<file path="src/rtl/mul_add_seq.sv">
// mul_add_seq: sequential signed multiply-add, result = quotient*divisor + remainder.
// Radix-2 shift-add, one multiplier bit per clock, valid/ready on both sides.
// Optional build macro MUL_ADD_SEQ_CHECK_EN adds dividend_i / mismatch_o, which
// compare the rebuilt result against the dividend supplied with the operands.
module mul_add_seq #(
  parameter int N = 8,
  parameter int M = 8
) (
  input  logic                 clk_i,
  input  logic                 rst_i,
`ifdef MUL_ADD_SEQ_CHECK_EN
  input  logic [N-1:0]         dividend_i,
  output logic                 mismatch_o,
`endif
  input  logic [N-1:0]         quotient_i,
  input  logic [M-1:0]         divisor_i,
  input  logic [M-1:0]         remainder_i,
  input  logic                 valid_i,
  output logic                 ready_o,
  output logic [N+M:0]         result_o,
  output logic                 valid_o,
  input  logic                 ready_i
);

  localparam int P  = N + M + 1;
  localparam int CW = (N > 1) ? $clog2(N) : 1;
  localparam logic [CW-1:0] LAST = CW'(N - 1);

  typedef enum logic [1:0] {
    IDLE = 2'd0,
    BUSY = 2'd1,
    DONE = 2'd2
  } state_t;

  state_t        state;
  logic [N-1:0]  mplier;     // quotient, shifted right one bit per iteration
  logic [P-1:0]  mcand;      // sign-extended divisor, shifted left one bit per iteration
  logic [P-1:0]  acc;
  logic [CW-1:0] cnt;
  logic [P-1:0]  addend;
  logic [P-1:0]  acc_next;
  logic          last_iter;

`ifdef MUL_ADD_SEQ_CHECK_EN
  logic [N-1:0]  dividend;
  logic [P-1:0]  dividend_ext;
`endif

  // Ready only from the registered idle state, and never while reset is held.
  assign ready_o = (state == IDLE) && !rst_i;

  // One shift-add step: the multiplier MSB carries negative weight, so it subtracts.
  always_comb begin
    last_iter = (cnt == LAST);
    addend    = {P{1'b0}};
    acc_next  = acc;
    if (mplier[0]) begin
      addend = mcand;
    end else begin
      addend = {P{1'b0}};
    end
    if (last_iter) begin
      acc_next = acc - addend;
    end else begin
      acc_next = acc + addend;
    end
  end

`ifdef MUL_ADD_SEQ_CHECK_EN
  // Sign-extend the captured dividend to the result width for comparison.
  always_comb begin
    dividend_ext = {{(P-N){dividend[N-1]}}, dividend};
  end
`endif

  // Control FSM and datapath: accept, iterate N times, hold result until taken.
  always_ff @(posedge clk_i) begin
    if (rst_i) begin
      state    <= IDLE;
      valid_o  <= 1'b0;
      result_o <= {P{1'b0}};
      cnt      <= {CW{1'b0}};
      acc      <= {P{1'b0}};
      mplier   <= {N{1'b0}};
      mcand    <= {P{1'b0}};
`ifdef MUL_ADD_SEQ_CHECK_EN
      dividend   <= {N{1'b0}};
      mismatch_o <= 1'b0;
`endif
    end else begin
      case (state)
        IDLE: begin
          if (valid_i) begin
            mplier <= quotient_i;
            mcand  <= {{(P-M){divisor_i[M-1]}}, divisor_i};
            acc    <= {{(P-M){remainder_i[M-1]}}, remainder_i};
            cnt    <= {CW{1'b0}};
`ifdef MUL_ADD_SEQ_CHECK_EN
            dividend <= dividend_i;
`endif
            state  <= BUSY;
          end else begin
            state  <= IDLE;
          end
        end
        BUSY: begin
          acc    <= acc_next;
          mplier <= mplier >> 1;
          mcand  <= mcand << 1;
          if (last_iter) begin
            cnt      <= {CW{1'b0}};
            state    <= DONE;
            valid_o  <= 1'b1;
            result_o <= acc_next;
`ifdef MUL_ADD_SEQ_CHECK_EN
            mismatch_o <= (acc_next != dividend_ext);
`endif
          end else begin
            cnt   <= cnt + CW'(1);
            state <= BUSY;
          end
        end
        DONE: begin
          if (ready_i) begin
            valid_o <= 1'b0;
            state   <= IDLE;
`ifdef MUL_ADD_SEQ_CHECK_EN
            mismatch_o <= 1'b0;
`endif
          end else begin
            state <= DONE;
          end
        end
        default: begin
          state   <= IDLE;
          valid_o <= 1'b0;
`ifdef MUL_ADD_SEQ_CHECK_EN
          mismatch_o <= 1'b0;
`endif
        end
      endcase
    end
  end

endmodule

</file>
<file path="config.mk">
export PLATFORM = sky130hd
export DESIGN_NAME = mul_add_seq
export DESIGN_NICKNAME = d
export VERILOG_FILES = /design/src/rtl/mul_add_seq.sv
export SDC_FILE = /design/constraint.sdc
export NUM_CORES = 1
export LEC_CHECK = 0
export ABC_CLOCK_PERIOD_IN_PS = 5200
export BUFFER_PORTS_ARGS = -buffer_cell sky130_fd_sc_hd__buf_2
export CAP_MARGIN = 25
export CORE_AREA = 2 2 116 107
export DETAILED_ROUTE_END_ITERATION = 8
export DIE_AREA = 0 0 118 109
export HOLD_SLACK_MARGIN = 0.05
export PLACE_DENSITY_LB_ADDON = 0.05
export REMOVE_ABC_BUFFERS = 1
export SETUP_SLACK_MARGIN = 0.15
export SYNTH_ARGS = -nofsm -noshare
export SYNTH_HDL_FRONTEND = slang
export SYNTH_SLANG_ARGS = --single-unit
</file>
<file path="constraint.sdc">
create_clock -name clk_i -period 5.2 [get_ports clk_i]
set_input_delay 0.78 -clock clk_i [delete_from_list [all_inputs] [get_ports clk_i]]
set_output_delay 0.78 -clock clk_i [all_outputs]
set_load 0.02 [all_outputs]
</file>
Word-level counts from Yosys, hierarchy flattened

Cells that the tools add are included.
W data, S select, Z words.

Register bits: 65
Output and inout port bits: 19

$add $sub $neg: 3
Equal/unequal tests: 6
Mux-type cells: 18
Bitwise logic cells: 1
Reduce and logical (&&, ||, !) cells: 7

Operators with widths:

| operator              | count |
|---|---|
| $mux W17              | 4 |
| $pmux W17 S2          | 2 |
| $add A17 B17 Y17      | 1 |
| $sub A17 B17 Y17      | 1 |
| $pmux W8 S2           | 1 |
| $mux W8               | 1 |
| $mux W3               | 2 |
| $ne A2 B2 Y1 const B  | 3 |
| $pmux W2 S3           | 1 |
| $pmux W3 S2           | 1 |
| $mux W2               | 2 |
| $reduce_and A2 Y1     | 2 |
| $add A3 B1 Y3 const B | 1 |
| $eq A3 B3 Y1 const B  | 1 |
| $mux W1               | 3 |
| $pmux W1 S3           | 1 |
| $reduce_and A3 Y1     | 1 |
| $eq A2 B1 Y1 const B  | 1 |
| $eq A2 B2 Y1 const B  | 1 |
| $logic_not A2 Y1      | 1 |
| $reduce_bool A2 Y1    | 1 |
| $logic_and A1 B1 Y1   | 1 |
| $logic_not A1 Y1      | 1 |
| $not A1 Y1            | 1 |

Depth between registers and ports, before layout

Word-level depth: 4
Mapped depth: 17
Mapped depth without buffers: 14

Worst setup path after synthesis

OpenSTA, ideal clock, no wires.

Kind: register -> register
From: register mplier[0]
To: register result_o[15]
Library setup time: 120 ps
Data arrival time: 3465 ps
Setup slack: 1616 ps
Cell stages (with the launch flop): 18
Cell sequence: dfxtp_1 clkbuf_1 clkbuf_1 nand2_1 ha_1 buf_2 nor2_1 nor2_1 o21ai_0 o21ai_0 a31o_2 ha_1 nand4_1 a2111oi_2 nor3_1 o211ai_2 nor4b_1 a211o_1

Word-level cells in the longest chain between the ends: 3

Ends and longest elaborated chain:

| what                                                        | line   | RTL |
|---|---|---|
| start: declaration                                          | 36     | `logic [N-1:0] mplier;` |
| start signal: assignment                                    | 84     | `mplier <= {N{1'b0}};` |
| start signal: assignment                                    | 94     | `mplier <= quotient_i;` |
| start signal: assignment                                    | 108    | `mplier <= mplier >> 1;` |
| $mux W17 *                                                  | 57     | `if (mplier[0]) begin` |
| $add A17 B17 Y17 / $sub A17 B17 Y17 (equally long branches) | 65, 63 |  |
| $mux W17 *                                                  | 62     | `if (last_iter) begin` |
| end signal: assignment                                      | 81     | `result_o <= {P{1'b0}};` |
| end signal: assignment                                      | 114    | `result_o <= acc_next;` |
| end: declaration                                            | 20     | `output logic [N+M:0] result_o,` |

Mark *: on every way between the ends. The rest lies on a longest branch, timed or not.
A chain may end at the register's enable or synchronous reset.

Worst setup path in the final report

From: register cnt[0]
To: register result_o[15]

Word-level cells in the longest chain between the ends: 2

Ends and longest elaborated chain:

| what                                                 | line | RTL |
|---|---|---|
| start: declaration                                   | 39   | `logic [CW-1:0] cnt;` |
| start signal: assignment                             | 82   | `cnt <= {CW{1'b0}};` |
| start signal: assignment                             | 97   | `cnt <= {CW{1'b0}};` |
| start signal: assignment                             | 111  | `cnt <= {CW{1'b0}};` |
| $eq A3 B3 Y1 *                                       | 54   | `last_iter = (cnt == LAST);` |
| $mux W17 / $reduce_and A2 Y1 (equally long branches) | n/a  |  |

Marked as above.

==> metrics.csv <==
metric,value,unit
syn avg cell area,7.593,um2
CP required,5.42,ns
FMAX,0.2627,GHz
Global Route Usage Sum,0.1830,
pin count of the biggest net entering global routing,46,
count of different cell masters after synthesis,60,
first-pass GRT wire length,18400,um
flop-to-flop setup slack,1.39,ns
CP Class,register to register,
ANT cells,0,
CTS tree,done,
Worst Setup EP,result_o[15],
most used flip-flop cell after synthesis,dfxtp_1,
routed wire length,11160,um
max_slew headroom,0.3909,
multi-input logic area,0.002515,mm2
Static Leak,0.001825,uW
layout cells sized above 1,0.1504,
crit path from,cnt[0],
row count,38,
kind of start point of the critical path,register,
via count,3801,
most numerous cell in the Yosys netlist,nand2_1,
Worst R2R End,result_o[15],
Die H,109,um
Mapped Area,0.003994,mm2
dominant cell type by area after synthesis,dfxtp_1,
synthesized flop and latch total,65,
final hold vios,0,
Sink Count,65,
gr ovfl total,0,
vias in the first global route,3486,
Core ar.,0.01174,mm2
Final ANT Viol Nets,0,
Die Wd,118,um
IO Count,47,
Worst Path Arrival,4.03,ns
"EDFF count, synth",0,
CP cell instances,ha_1 > ha_1 > nor2_1 > nor2_1 > o21ai_0 > o21ai_0 > a31o_2 > ha_1 > nand4_1 > a2111oi_2 > nor3_1 > o211ai_2 > nor4b_1 > a211o_1,
max incr delay on CP,0.47,ns
iteration count of the initial detailed-routing pass,4,
fin nets,596,
post-CTS setup buffers,0,
FF-to-FF path depth,14,
sequential share of the synthesized area,0.3258,
port bufs,46,
Layout area overhead,15.54,%
post-DR vias/cell,5.338,
Power Dens Cells,407.2,mW/mm2
status,"complete, no violations",
clk root buf,clkbuf_16,
die area,0.01286,mm2
min cycle time layout,3.807,ns
placer congestion estimate,0.8278,
Final Instance Count excl. Fillers,712,
Worst-Margin Slew,0.9137,ns
worst hold path class,register to register,
CP max-delay cell,ha_1,
reg-to-reg startpoint,cnt[0],
"top cells by count, synth","nand2_1 (88), dfxtp_1 (65), nor2_1 (65)",
H-tree levels,3,
Synth Instances,526,
fin crit share,0.7321,
initial antenna violation count,0,
CP endpoint kind,register,
Yosys top cell area share,0.3258,
CTS Hold Buffers Added,0,
Yosys warning total,0,
top post-synthesis cells by area,"dfxtp_1 (33%), nand2_1 (8.3%), a21oi_1 (7.1%), nor2_1 (6.1%), ha_1 (6.0%)",
drt initial violations,215,
DP HPWL,7852,um
fill count,1218,
CTS max path bufs,2,
wire length per cell,15.67,um
total of max-cap violations,0,
RSZ-0062 raised after global routing,false,
clock buffer count from CTS,9,
Hold Startpoint,result_o[3],
"Slew Viols, Final",0,
post-cts resize count,0,
Peak VDD IR,0.0001955,V
FF/Latch Area,0.001301,mm2
setup_tns,0,ns
Skew-Pair Late Insertion Delay,0.34,ns
placed cell count,697,
clk slew on worst S/H paths,0.05,ns
Residual DRC,0,
Setup Skew,0.005557,ns
crit-path most repeated cell,ha_1,
Initial Util,0.3401,
final setup fails,0,
post-synthesis async set-or-reset flop share,0,
crit-path max FO,25,
per-layer routing:
layer | wire (um) | global-route usage | vias up
met2 | 4734 | 0.2774 | 92
met4 | 64 | 0.04389 | 0
met5 | 0 | 0 | -
li1 | - | - | 1956
met3 | 539 | 0.05126 | 8
met1 | 5820 | 0.2576 | 1745
where the power goes:
group	internal [uW]	switching (uW)
Clock	393	220
Sequential	541	37.7
Combinational	275	413
Total	1210	670
worst min-delay path by stage:
stage	cells after the start	slack, ns	end
after global routing	2	0.47	result_o[8]
after detailed placement	2	0.44	result_o[3]
after global placement	2	0.44	valid_o
final	2	0.45	result_o[3]
after floorplan	2	0.43	acc[0]
after CTS	2	0.45	result_o[3]
state kept, by name, indices dropped and copies added (netlist names):
signal	flops
acc	17
mcand	17
result_o	17
cnt	3
state	2
mplier	8
valid_o	1
placed cells by master, fill, tap and decap left out, types with 4 or more instances in the layout:
cell type  count
a211oi_1       9
a21oi_1       57
a221oi_1      13
a311oi_1      17
and3_1         6
buf_2         46
buf_4          4
clkbuf_16      9
dfxtp_1       65
ha_1          19
inv_1          7
nand2_1       88
nand2b_1       5
nand3_1       12
nand3b_1      11
nand4b_1       4
nor2_1        64
nor3_1        10
o21a_1         5
o21ai_0       17
or4_1          5
xnor2_1        5
xor2_1        10
critical path: cells and delay by family (launching register included):
kind | cells | cell delay [ns]
compound gates | 6 | 1.39
fa+ha+maj | 3 | 1.08
flops | 1 | 0.32
simple gates | 5 | 0.91
stage by stage:
step                setup WS, ns  total power, uW  instance area (um2)  hold WS, ns  utilization
floorplan                  1.688             1096                 3840       0.4347            -
global placement           1.508             1265                 4303       0.4407       0.3664
detailed placement         1.415             1270                 4318       0.4442       0.3677
CTS                        1.392             1896                 4614       0.4518       0.3929
global route               1.054             2016                 4614       0.4726       0.3929
finish                     1.393             1879                 4614       0.4481       0.3929
kinds of logic (layout without fill, tap and decap cells):
kind of cell | count (synthesis) | after routing | share of synthesized area
buffers and inverters | 47 | 73 | 0.04511
AOI/OAI and AO/OA | 151 | 151 | 0.2585
adders and majority gates | 20 | 20 | 0.06454
xor gates and xnor gates | 15 | 15 | 0.03289
and+or+nand+nor | 224 | 224 | 0.2622
DFF | 65 | 65 | 0.3258
muxes | 4 | 4 | 0.01096
area by class of cell:
| cell class | instances | area share |
|---|---|---|
| tap | 160 | 0.04338 |
| clock inverter | 3 | 0.008677 |
| inverter | 7 | 0.005694 |
| sequential | 65 | 0.2820 |
| clock buffer | 12 | 0.05559 |
| multi-input combinational | 414 | 0.5450 |
| timing repair buffer | 51 | 0.05965 |
Note: power is estimated with default switching activity, not from simulation.
